`src/rtl/ultrasonic_ranger.sv`:
```
// Round-robin ultrasonic ranger: triggers each channel in turn, times the echo
// pulse in DIV-cycle steps and reports a saturating distance plus an error flag.
module ultrasonic_ranger #(
    parameter int CH       = 2,
    parameter int W        = 8,
    parameter int DIV      = 2981,
    parameter int MAX_DIST = 99,
    parameter int TRIG_CYC = 500,
    parameter int WAIT_MAX = 1500000,
    parameter int GAP_CYC  = 3000000
) (
    input  logic            clk,
    input  logic            rst,
    input  logic            en,
    input  logic [CH-1:0]   recieve,
    output logic [CH-1:0]   trig,
    output logic [CH*W-1:0] dis,
    output logic [CH-1:0]   valid,
    output logic [CH-1:0]   err
);

    localparam int CNT_A   = (WAIT_MAX > GAP_CYC) ? WAIT_MAX : GAP_CYC;
    localparam int CNT_TOP = (CNT_A > TRIG_CYC) ? CNT_A : TRIG_CYC;
    localparam int CW      = $clog2(CNT_TOP + 1);
    localparam int PW      = $clog2(DIV + 1);
    localparam int CHW     = (CH > 1) ? $clog2(CH) : 1;

    localparam logic [2:0] S_IDLE = 3'd0;
    localparam logic [2:0] S_TRIG = 3'd1;
    localparam logic [2:0] S_WAIT = 3'd2;
    localparam logic [2:0] S_MEAS = 3'd3;
    localparam logic [2:0] S_GAP  = 3'd4;

    logic [CH-1:0]   sync1_q, sync2_q, sync3_q;
    logic [2:0]      state_q, state_d;
    logic [CHW-1:0]  ch_q, ch_d;
    logic [CW-1:0]   cnt_q, cnt_d;
    logic [PW-1:0]   presc_q, presc_d;
    logic [W-1:0]    dist_q, dist_d;
    logic [CH*W-1:0] dis_q, dis_d;
    logic [CH-1:0]   err_q, err_d;
    logic [CH-1:0]   valid_q, valid_d;

    logic            echoSync, echoPrev, echoRise;
    logic [PW-1:0]   basePresc, stepPresc;
    logic [W-1:0]    baseDist, stepDist;
    logic            stepWrap, stepOver;
    logic            doneStb, doneErr;
    logic [W-1:0]    doneDist;

    always_ff @(posedge clk or posedge rst) begin
        if (rst) begin
            sync1_q <= '0;
            sync2_q <= '0;
            sync3_q <= '0;
        end else begin
            sync1_q <= recieve;
            sync2_q <= sync1_q;
            sync3_q <= sync2_q;
        end
    end

    assign echoSync = sync2_q[ch_q];
    assign echoPrev = sync3_q[ch_q];
    assign echoRise = echoSync & ~echoPrev;

    // The rising-edge cycle is itself a high cycle, so counting starts from a
    // zero base in WAIT_ECHO and continues from the live counters in MEASURE.
    always_comb begin
        basePresc = (state_q == S_MEAS) ? presc_q : '0;
        baseDist  = (state_q == S_MEAS) ? dist_q : '0;
        stepWrap  = (basePresc == PW'(DIV - 1));
        stepOver  = stepWrap && (baseDist == W'(MAX_DIST));
        stepPresc = stepWrap ? '0 : basePresc + PW'(1);
        stepDist  = stepWrap ? baseDist + W'(1) : baseDist;
    end

    always_comb begin
        state_d  = state_q;
        ch_d     = ch_q;
        cnt_d    = cnt_q;
        presc_d  = presc_q;
        dist_d   = dist_q;
        dis_d    = dis_q;
        err_d    = err_q;
        valid_d  = '0;
        doneStb  = 1'b0;
        doneErr  = 1'b0;
        doneDist = '0;

        case (state_q)
            S_IDLE: begin
                if (en) begin
                    state_d = S_TRIG;
                    cnt_d   = '0;
                end
            end
            S_TRIG: begin
                if (cnt_q == CW'(TRIG_CYC - 1)) begin
                    state_d = S_WAIT;
                    cnt_d   = '0;
                end else begin
                    cnt_d = cnt_q + CW'(1);
                end
            end
            S_WAIT: begin
                if (echoRise) begin
                    state_d = S_MEAS;
                    presc_d = stepPresc;
                    dist_d  = stepDist;
                    if (stepOver) begin
                        doneStb  = 1'b1;
                        doneErr  = 1'b1;
                        doneDist = W'(MAX_DIST);
                    end
                end else if (cnt_q == CW'(WAIT_MAX - 1)) begin
                    doneStb  = 1'b1;
                    doneErr  = 1'b1;
                    doneDist = W'(MAX_DIST);
                end else begin
                    cnt_d = cnt_q + CW'(1);
                end
            end
            S_MEAS: begin
                if (echoSync) begin
                    presc_d = stepPresc;
                    dist_d  = stepDist;
                    if (stepOver) begin
                        doneStb  = 1'b1;
                        doneErr  = 1'b1;
                        doneDist = W'(MAX_DIST);
                    end
                end else begin
                    doneStb  = 1'b1;
                    doneDist = dist_q;
                end
            end
            S_GAP: begin
                if (cnt_q == CW'(GAP_CYC - 1)) begin
                    ch_d    = (ch_q == CHW'(CH - 1)) ? '0 : ch_q + CHW'(1);
                    state_d = en ? S_TRIG : S_IDLE;
                    cnt_d   = '0;
                end else begin
                    cnt_d = cnt_q + CW'(1);
                end
            end
            default: begin
                state_d = S_IDLE;
                cnt_d   = '0;
            end
        endcase

        if (doneStb) begin
            state_d = S_GAP;
            cnt_d   = '0;
            presc_d = '0;
            dist_d  = '0;
            for (int k = 0; k < CH; k++) begin
                if (ch_q == CHW'(k)) begin
                    dis_d[k*W +: W] = doneDist;
                    err_d[k]        = doneErr;
                    valid_d[k]      = 1'b1;
                end
            end
        end
    end

    always_ff @(posedge clk or posedge rst) begin
        if (rst) begin
            state_q <= S_IDLE;
            ch_q    <= '0;
            cnt_q   <= '0;
            presc_q <= '0;
            dist_q  <= '0;
            dis_q   <= '0;
            err_q   <= '0;
            valid_q <= '0;
        end else begin
            state_q <= state_d;
            ch_q    <= ch_d;
            cnt_q   <= cnt_d;
            presc_q <= presc_d;
            dist_q  <= dist_d;
            dis_q   <= dis_d;
            err_q   <= err_d;
            valid_q <= valid_d;
        end
    end

    always_comb begin
        trig = '0;
        for (int k = 0; k < CH; k++) begin
            trig[k] = (state_q == S_TRIG) && (ch_q == CHW'(k));
        end
    end

    assign dis   = dis_q;
    assign valid = valid_q;
    assign err   = err_q;

endmodule

```
`config.mk`:
```
export PLATFORM = sky130hd
export DESIGN_NAME = ultrasonic_ranger
export DESIGN_NICKNAME = d
export VERILOG_FILES = /design/src/rtl/ultrasonic_ranger.sv
export SDC_FILE = /design/constraint.sdc
export NUM_CORES = 1
export LEC_CHECK = 0
export CAP_MARGIN = 10
export CORE_AREA = 3 3 87 89
export DETAILED_ROUTE_END_ITERATION = 8
export DIE_AREA = 0 0 90 92
export PLACE_DENSITY = 0.87
export SYNTH_ARGS = -nofsm -noshare
export SYNTH_HDL_FRONTEND = slang
export SYNTH_SLANG_ARGS = --single-unit
```
`constraint.sdc`:
```
create_clock -name clk -period 3.5 [get_ports clk]
set_input_delay 0.525 -clock clk [delete_from_list [all_inputs] [get_ports clk]]
set_output_delay 0.525 -clock clk [all_outputs]
set_load 0.1 [all_outputs]
```
==> impl_metrics.tcl, run 1 <==
set metrics [dict create \
    timing.rr.end "cnt_q[17]" \
    slew_viol_final 0 \
    yosysTopAreaCell "dfrtp_1" \
    crit_cells 9 \
    synth.distinct_cells 60 \
    power_density_nw_per_um2 597 \
    power.leakage_uw 0.00193 \
    fill_cells 536 \
    clk_pin_slew_worst_paths_ns 0.08 \
    hold_path_class "reg -> reg" \
    async_reset_ff_frac 1.00 \
    slew_headroom 0.271 \
    post-cts-setup-buffer-count 0 \
    area_growth_pct 13.8 \
    design.portCount 27 \
    synthesis.area_sq_um 4010 \
    die_x_um 90 \
    drc 0 \
    numCtsBuffers 9 \
    reg2reg_from "state_q[2]" \
    postCtsHoldBufs 0 \
    intPower_uw 1600 \
    fmaxAchievable_mhz 327 \
    vias_per_cell 6.40 \
    ir_worst_vdd_uv 327 \
    wire_per_inst_um 16.1 \
    cp_top_family "simple AND/OR/NAND/NOR gates" \
    p_seq_frac 0.354 \
    synth_area_leaders "dfrtp_1 45%, nand2_1 6.4%, nand3_1 5.2%, o21ai_0 5.1%, nand4_1 3.0%" \
    grt_max_degree 73 \
    fin_tns_setup_ns 0 \
    synth_common_cells "72 x dfrtp_1, 68 x nand2_1, 42 x nand3_1" \
    clk_latency_ns 0.35 \
    port_buffers 26 \
    antenna_cells 0 \
    ys_warn_count 0 \
    grt_overflow 0 \
    ctsLongestPathBuffers 2 \
    crit_start "state_q[2]" \
    path_buf_inv 0 \
    rsz0062_at_grt "false" \
    dr.first_iter.drc_count 433 \
    crit_arrival_ns 3.33 \
    cap_violations 0 \
    gp_congestion 1.00 \
    use_met1 0.319 \
    status "completed" \
    power.share.combinational 0.373 \
    synth.avg_cell_area_sq_um 8.76 \
    yosysSeqAreaShare 0.449 \
    final.period_utilization 0.874 \
    syn_nets 467 \
    via_count 3698 \
    start_util 0.587 \
    worst-slew-pin-transition_ns 1.09 \
    netlist.area_leader.share 0.449 \
    die_height_um 92 \
    met2_usage 0.358 \
    synth-seq-cells 72 \
    rrSetupSlack_ns 0.44 \
    grt_first_pass_wirelength_um 15900 \
    slowest_stage "nor2_2" \
    cts_sinks 72 \
    pwr-share-clk 0.273 \
    period_needed_ns 3.06 \
    cts_tree "built" \
    synth-edff-count 0 \
    path_class "reg -> reg" \
    syn_inst 458 \
    core_area_sq_um 6830 \
    root_buffer "clkbuf_8" \
    grt_use_met3 0.0402 \
    grt_busiest_layer "met2" \
    p_switching_uw 1120 \
    endpoint_kind "register" \
    hold_viol 0 \
    setup_viol 0 \
    postRouteAntennaNets 0 \
    grt_pass1_vias 3328 \
    fin_nets 486 \
    wl_um 9300 \
    die-area_sq_um 8280 \
    drive_gt1_frac 0.0871 \
    finish.utilization 0.668 \
    sw_frac_of_total 0.413 \
    crit_required_ns 3.77 \
    yosys.cell_count.top_type "dfrtp_1" \
    grt_antenna_before_repair 0 \
    track_usage 0.230 \
    dr.pass1.iters 5 \
    cts_htree_levels 3 \
    start_kind "register" \
    cts_resized 0 \
    cp_max_fo 25 \
    cp_cell_sequence "and3b_1 -> nand2_1 -> ha_1 -> nor4b_1 -> nand4_1 -> o32ai_4 -> nor2_2 -> nand4b_1 -> nand3_1" \
    critPathCapture "cnt_q[17]" \
    finClkSkew_ns 0.0114 \
    max_stage_delay_ns 0.86 \
    dp_hpwl_um 6260 \
    synthFlopType "dfrtp_1" \
    num_rows 30 \
    rr_worst_depth 9 \
]
==> worst reg2reg max path: stages, from the launching register on <==
cell      delay [ns]
dfrtp_1         0.47
and3b_1         0.31
nand2_1         0.11
ha_1            0.21
nor4b_1         0.16
nand4_1         0.25
o32ai_4         0.20
nor2_2          0.86
nand4b_1        0.27
nand3_1         0.16
==> stage by stage <==
| stage | hold slack [ns] | worst slack, ns | cell area, sq um | power [uW] | std cells |
|---|---|---|---|---|---|
| 3_5_place_dp | 0.338 | 0.319 | 4310 | 1980 | 558 |
| 3_3_place_gp | 0.333 | 0.478 | 4310 | 1960 | 558 |
| 5_1_grt | 0.374 | 0.211 | 4560 | 2860 | 578 |
| 2_1_floorplan | 0.331 | 0.621 | 4010 | 1760 | 458 |
| 4_1_cts | 0.355 | 0.282 | 4530 | 2710 | 574 |
| 6_report | 0.353 | 0.442 | 4560 | 2720 | 578 |
==> sequential cells by signal, summed over array words and instances, names as in the netlist <==
signal   cells
dist_q       8
sync2_q      2
dis         16
err          2
ch_q         1
state_q      3
sync3_q      2
cnt_q       22
presc_q     12
sync1_q      2
valid        2
==> power by group through the flow <==
| stage | sequential (uW) | clock, uW | combinational (uW) |
|---|---|---|---|
| 3_5_place_dp | 982 | 0 | 999 |
| 2_1_floorplan | 1110 | 0 | 651 |
| 5_1_grt | 977 | 790 | 1090 |
| 4_1_cts | 964 | 745 | 1010 |
| 3_3_place_gp | 974 | 0 | 982 |
| 6_report | 964 | 742 | 1020 |
==> cell families (layout without fill, tap and decap cells) <==
group | Yosys count | in the layout | share of synthesized area
AND/OR/NAND/NOR | 234 | 234 | 0.308
AO/OA/AOI/OAI | 94 | 94 | 0.154
flip-flops | 72 | 72 | 0.449
buffers and inverters | 44 | 68 | 0.0524
multiplexers | 6 | 6 | 0.0153
adder cells (fa/ha/maj) | 4 | 4 | 0.0125
XOR/XNOR | 4 | 4 | 0.00874
==> worst min path at each step <==
| stage | from | endpoint | depth (start not counted) |
|---|---|---|---|
| floorplan | sync1_q[0] | sync2_q[0] | 0 |
| global placement | sync1_q[0] | sync2_q[0] | 0 |
| detailed placement | sync1_q[0] | sync2_q[0] | 0 |
| CTS | sync1_q[0] | sync2_q[0] | 0 |
| global route | sync1_q[0] | sync2_q[0] | 0 |
| finish | sync1_q[0] | sync2_q[0] | 0 |
==> routing by layer <==
| metal | share of wire | vias to the layer above |
|---|---|---|
| met5 | 0 | - |
| met1 | 0.45 | 1770 |
| met4 | 0.020 | 0 |
| met3 | 0.081 | 23 |
| li1 | - | 1707 |
| met2 | 0.45 | 198 |
==> cell usage in the layout, fill, tap and decap left out, types with 6 or more instances in the layout <==
| master | n |
|---|---|
| buf_4 | 13 |
| nor2_1 | 26 |
| nand4_1 | 19 |
| nand3_1 | 42 |
| nor3_1 | 14 |
| nand4b_1 | 6 |
| and3_1 | 10 |
| a31oi_1 | 12 |
| clkbuf_8 | 9 |
| and2_1 | 12 |
| dfrtp_1 | 72 |
| a21oi_1 | 10 |
| clkdlybuf4s50_1 | 24 |
| o21ai_0 | 41 |
| inv_1 | 13 |
| nand2_1 | 68 |
==> area by class of cell <==
class	count	area, sq um	share of cell area
Clock buffer	9	124	0.0272
Clock inverter	7	103	0.0225
Inverter	14	52.6	0.0115
Multi-Input combinational cell	342	2000	0.439
Sequential cell	72	1800	0.395
Tap cell	96	120	0.0263
Timing Repair Buffer	38	358	0.0784
Note: power is estimated with default switching activity, not from simulation.
==> inputs of run 2 (changes only) <==
CORE_AREA = 3 3 64 111   (was 3 3 87 89)
DIE_AREA = 0 0 67 114   (was 0 0 90 92)
PLACE_DENSITY = 0.93   (was 0.87)
clock period = 3.7 ns   (was 3.5 ns; I/O delays follow)
==> impl_metrics.tcl, run 2 (synthesis gave the netlist of run 1 again) <==
set metrics [dict create \
    status "completed" \
    hold_viol 0 \
    start_util 0.639 \
    slew_headroom 0.346 \
    grt_pass1_vias 3661 \
    antenna_cells 0 \
    ir_worst_vdd_uv 335 \
    place_inst 543 \
    crit_arrival_ns 3.54 \
    clk_latency_ns 0.37 \
    cp_max_fo 19 \
    fin_nets 483 \
    path_class "reg -> reg" \
    gp_congestion 0.937 \
    numCtsBuffers 9 \
    rrSetupSlack_ns 0.42 \
    endpoint_kind "register" \
    worstHoldStart "sync1_q[0]" \
    final_cell_mix "72 x dfrtp_1, 68 x nand2_1, 42 x nand3_1" \
    clk_pin_slew_worst_paths_ns 0.07 \
    fin_cells 557 \
    start_kind "register" \
    top_register "cnt_q" \
    wire_per_inst_um 17.4 \
    cts_sinks 72 \
    reg2reg_from "state_q[2]" \
    die_height_um 114 \
    drive_gt1_frac 0.0776 \
    power.leakage_uw 0.00190 \
    crit_required_ns 3.95 \
    via_count 3622 \
    fmaxAchievable_mhz 305 \
    largest_reg_flops 22 \
    track_usage 0.282 \
    post-cts-setup-buffer-count 0 \
    dr.pass1.iters 5 \
    die_x_um 67 \
    grt_max_degree 38 \
    grt_antenna_before_repair 0 \
    wl_um 9670 \
    cts_tree "built" \
    period_needed_ns 3.28 \
    setup_viol 0 \
    worstHoldPathCells 0 \
    die-area_sq_um 7640 \
    dr.first_iter.drc_count 319 \
    timing.rr.end "presc_q[5]" \
    mostFrequentLayoutCell "dfrtp_1" \
    ctsLongestPathBuffers 2 \
    postRouteAntennaNets 0 \
    root_buffer "clkbuf_8" \
    cap_violations 0 \
    rr_worst_depth 9 \
    cts_htree_levels 3 \
    port_buffers 26 \
    num_rows 38 \
    final.period_utilization 0.887 \
    slew_viol_final 0 \
    area_growth_pct 11.7 \
    fin_tns_setup_ns 0 \
    design.portCount 27 \
    postCtsHoldBufs 0 \
    drc 0 \
    dp_hpwl_um 6830 \
    hold_path_class "reg -> reg" \
    rsz0062_at_grt "false" \
    vias_per_cell 6.50 \
    grt_first_pass_wirelength_um 16600 \
    finClkSkew_ns 0.00738 \
    fill_cells 463 \
    hold_end "sync2_q[0]" \
    power_density_nw_per_um2 561 \
    grt_overflow 0 \
    core_area_sq_um 6280 \
    worst-slew-pin-transition_ns 0.979 \
]
run 2: area by class of cell:
type	count	area, sq um	share of cell area
Sequential cell	72	1800	0.402
Multi-Input combinational cell	342	2010	0.448
Timing Repair Buffer	35	323	0.0721
Clock buffer	11	151	0.0338
Clock inverter	3	42.5	0.00950
Inverter	14	52.6	0.0117
Tap cell	80	100	0.0223
run 2: per-stage QoR:
stage / total power, uW / util / instance area, sq um / setup slack [ns] / hold slack [ns]
floorplan: 1660 / - / 4010 / 0.821 / 0.331
global placement: 1850 / 0.682 / 4280 / 0.658 / 0.334
detailed placement: 1890 / 0.682 / 4280 / 0.425 / 0.336
CTS: 2510 / 0.713 / 4470 / 0.366 / 0.353
global route: 2650 / 0.714 / 4480 / 0.158 / 0.364
finish: 2510 / 0.714 / 4480 / 0.416 / 0.351
run 2: layer usage:
layer / routed length (um) / vias to the layer above / share of wire / GRT usage
met1: 3620 / 1719 / 0.37 / 0.304
li1: - / 1694 / - / -
met5: 0 / - / 0 / 0
met2: 5150 / 175 / 0.53 / 0.485
met3: 533 / 34 / 0.055 / 0.0581
met4: 362 / 0 / 0.037 / 0.180
run 2: how the worst max path moves through the flow:
stage,end,slack (ns),cells past startpoint,start
after detailed placement,cnt_q[4],0.42,9,state_q[0]
after floorplan,dist_q[3],0.82,12,state_q[0]
final,presc_q[5],0.42,9,state_q[2]
after CTS,cnt_q[4],0.37,9,state_q[0]
after global routing,presc_q[2],0.16,9,state_q[2]
after global placement,cnt_q[13],0.66,9,state_q[0]
run 2: worst max-delay path, stage by stage (launching register included):
cell	delay, ns
dfrtp_1	0.50
and3b_1	0.33
nand2_1	0.17
ha_1	0.16
nor4b_1	0.42
nand4_1	0.40
o32ai_4	0.38
o21ai_2	0.33
o21a_1	0.27
a41o_1	0.20
run 2: timing repair:
item                                   CTS  global route
resized for setup                        0             1
setup endpoints to repair                0             3
endpoints found under the hold margin    0             0
run 2: power breakdown:
group	internal (uW)	leakage [uW]	switching (uW)
Combinational	282	0.000826	689
Clock	339	0.0000973	287
Sequential	847	0.000979	70.4
Total	1470	0.00190	1050
==> inputs of run 3 (changes only) <==
CORE_AREA = 2 2 115 61   (was 3 3 64 111)
DIE_AREA = 0 0 117 63   (was 0 0 67 114)
PLACE_DENSITY = 0.94   (was 0.93)
==> impl_metrics.tcl, run 3 (synthesis gave the netlist of run 1 again) <==
set metrics [dict create \
    rsz0062_at_grt "false" \
    sw_frac_of_total 0.412 \
    numCtsBuffers 9 \
    port_buffers 26 \
    crit_start "state_q[2]" \
    fin_tns_setup_ns 0 \
    power_uw 2690 \
    top_register "cnt_q" \
    die-area_sq_um 7370 \
    p_switching_uw 1110 \
    clk_pin_slew_worst_paths_ns 0.06 \
    final.period_utilization 0.895 \
    ctsLongestPathBuffers 2 \
    num_rows 21 \
    postCtsHoldBufs 0 \
    start_util 0.623 \
    hold_path_class "reg -> reg" \
    dp_hpwl_um 7410 \
    fin_nets 482 \
    fin_cells 569 \
    power.share.combinational 0.360 \
    cts_tree "built" \
    grt_first_pass_wirelength_um 18000 \
    hold_viol 0 \
    p_seq_frac 0.342 \
    via_count 3761 \
    ir_worst_vdd_uv 359 \
    cts_resized 0 \
    die_height_um 63 \
    cp_max_fo 25 \
    dr.first_iter.drc_count 546 \
    core_area_sq_um 6440 \
    pwr-share-clk 0.298 \
    final_cell_mix "72 x dfrtp_1, 68 x nand2_1, 42 x nand3_1" \
    power.leakage_uw 0.00193 \
    cts_htree_levels 3 \
    mostFrequentLayoutCell "dfrtp_1" \
    path_class "reg -> reg" \
    worstHoldStart "sync1_q[0]" \
    root_buffer "clkbuf_16" \
    dr.pass1.iters 7 \
    cap_violations 0 \
    cts_sinks 72 \
    worst-slew-pin-transition_ns 1.12 \
    setup_viol 0 \
    post-cts-setup-buffer-count 0 \
    endpoint_kind "register" \
    intPower_uw 1580 \
    drc 0 \
    crit_arrival_ns 3.55 \
    drive_gt1_frac 0.0776 \
    slew_headroom 0.254 \
    grt_max_degree 55 \
    slew_viol_final 0 \
    die_x_um 117 \
    start_kind "register" \
    fmaxAchievable_mhz 302 \
    gp_congestion 0.991 \
    grt_antenna_before_repair 0 \
    wire_per_inst_um 18.7 \
    clk_latency_ns 0.34 \
    power_density_nw_per_um2 587 \
    place_inst 553 \
    period_needed_ns 3.31 \
    finClkSkew_ns 0.00766 \
    status "completed" \
    antenna_cells 0 \
    vias_per_cell 6.61 \
    largest_reg_flops 22 \
    crit_required_ns 3.94 \
    area_growth_pct 14.0 \
    fill_cells 484 \
    design.portCount 27 \
    postRouteAntennaNets 0 \
    grt_pass1_vias 3574 \
    wl_um 10700 \
    track_usage 0.322 \
    grt_overflow 0 \
    reg2reg_from "state_q[2]" \
]
-- run 3: layer usage --
layer / up-vias / share of wire / global-route usage
met5: - / 0 / 0
met2: 235 / 0.43 / 0.448
li1: 1696 / - / -
met3: 16 / 0.11 / 0.0951
met4: 0 / 0.014 / 0.103
met1: 1814 / 0.44 / 0.483
-- run 3: power by group through the flow --
stage	sequential (uW)	combinational [uW]	clock (uW)
final	919	967	800
after global routing	930	1040	843
after CTS	916	946	806
after detailed placement	929	939	0
after global placement	924	911	0
after floorplan	1050	616	0
-- run 3: final timing paths --
check                        endpoint  slack [ns]  cells after the start
min in group asynchronous    cnt_q[2]        0.55                      2
min reg2reg                sync2_q[0]        0.35                      0
max in group asynchronous  presc_q[3]        2.37                      4
max                         cnt_q[15]        0.39                      9
max reg2reg                 cnt_q[15]        0.39                      9
min                        sync2_q[0]        0.35                      0
-- run 3: metrics by stage --
stage	utilization	hold slack, ns	cell area (sq um)	setup WS [ns]
6_report	0.710	0.354	4570	0.389
5_1_grt	0.710	0.366	4570	0.197
4_1_cts	0.707	0.362	4550	0.483
3_5_place_dp	0.665	0.350	4280	0.500
3_3_place_gp	0.665	0.332	4280	0.722
2_1_floorplan	-	0.331	4010	0.821
-- run 3: layout make-up --
| cell class | instances | area (sq um) | area share |
|---|---|---|---|
| well taps | 92 | 115 | 0.0252 |
| clock buffers | 10 | 239 | 0.0523 |
| multi-input cells | 342 | 2000 | 0.438 |
| repair buffers | 34 | 328 | 0.0717 |
| clock inverters | 5 | 33.8 | 0.00739 |
| flip-flops and latches | 72 | 1800 | 0.394 |
| inverters | 14 | 52.6 | 0.0115 |
-- run 3: critical path, cell delays in order (launching register included) --
cell and delay (ns):
dfrtp_1 0.48, and3b_1 0.45, nand2_1 0.16, ha_1 0.22, nor4b_1 0.16, nand4_1 0.28, o32ai_4 0.19, nor2_2 0.87
a31oi_1 0.15, o21ai_0 0.26
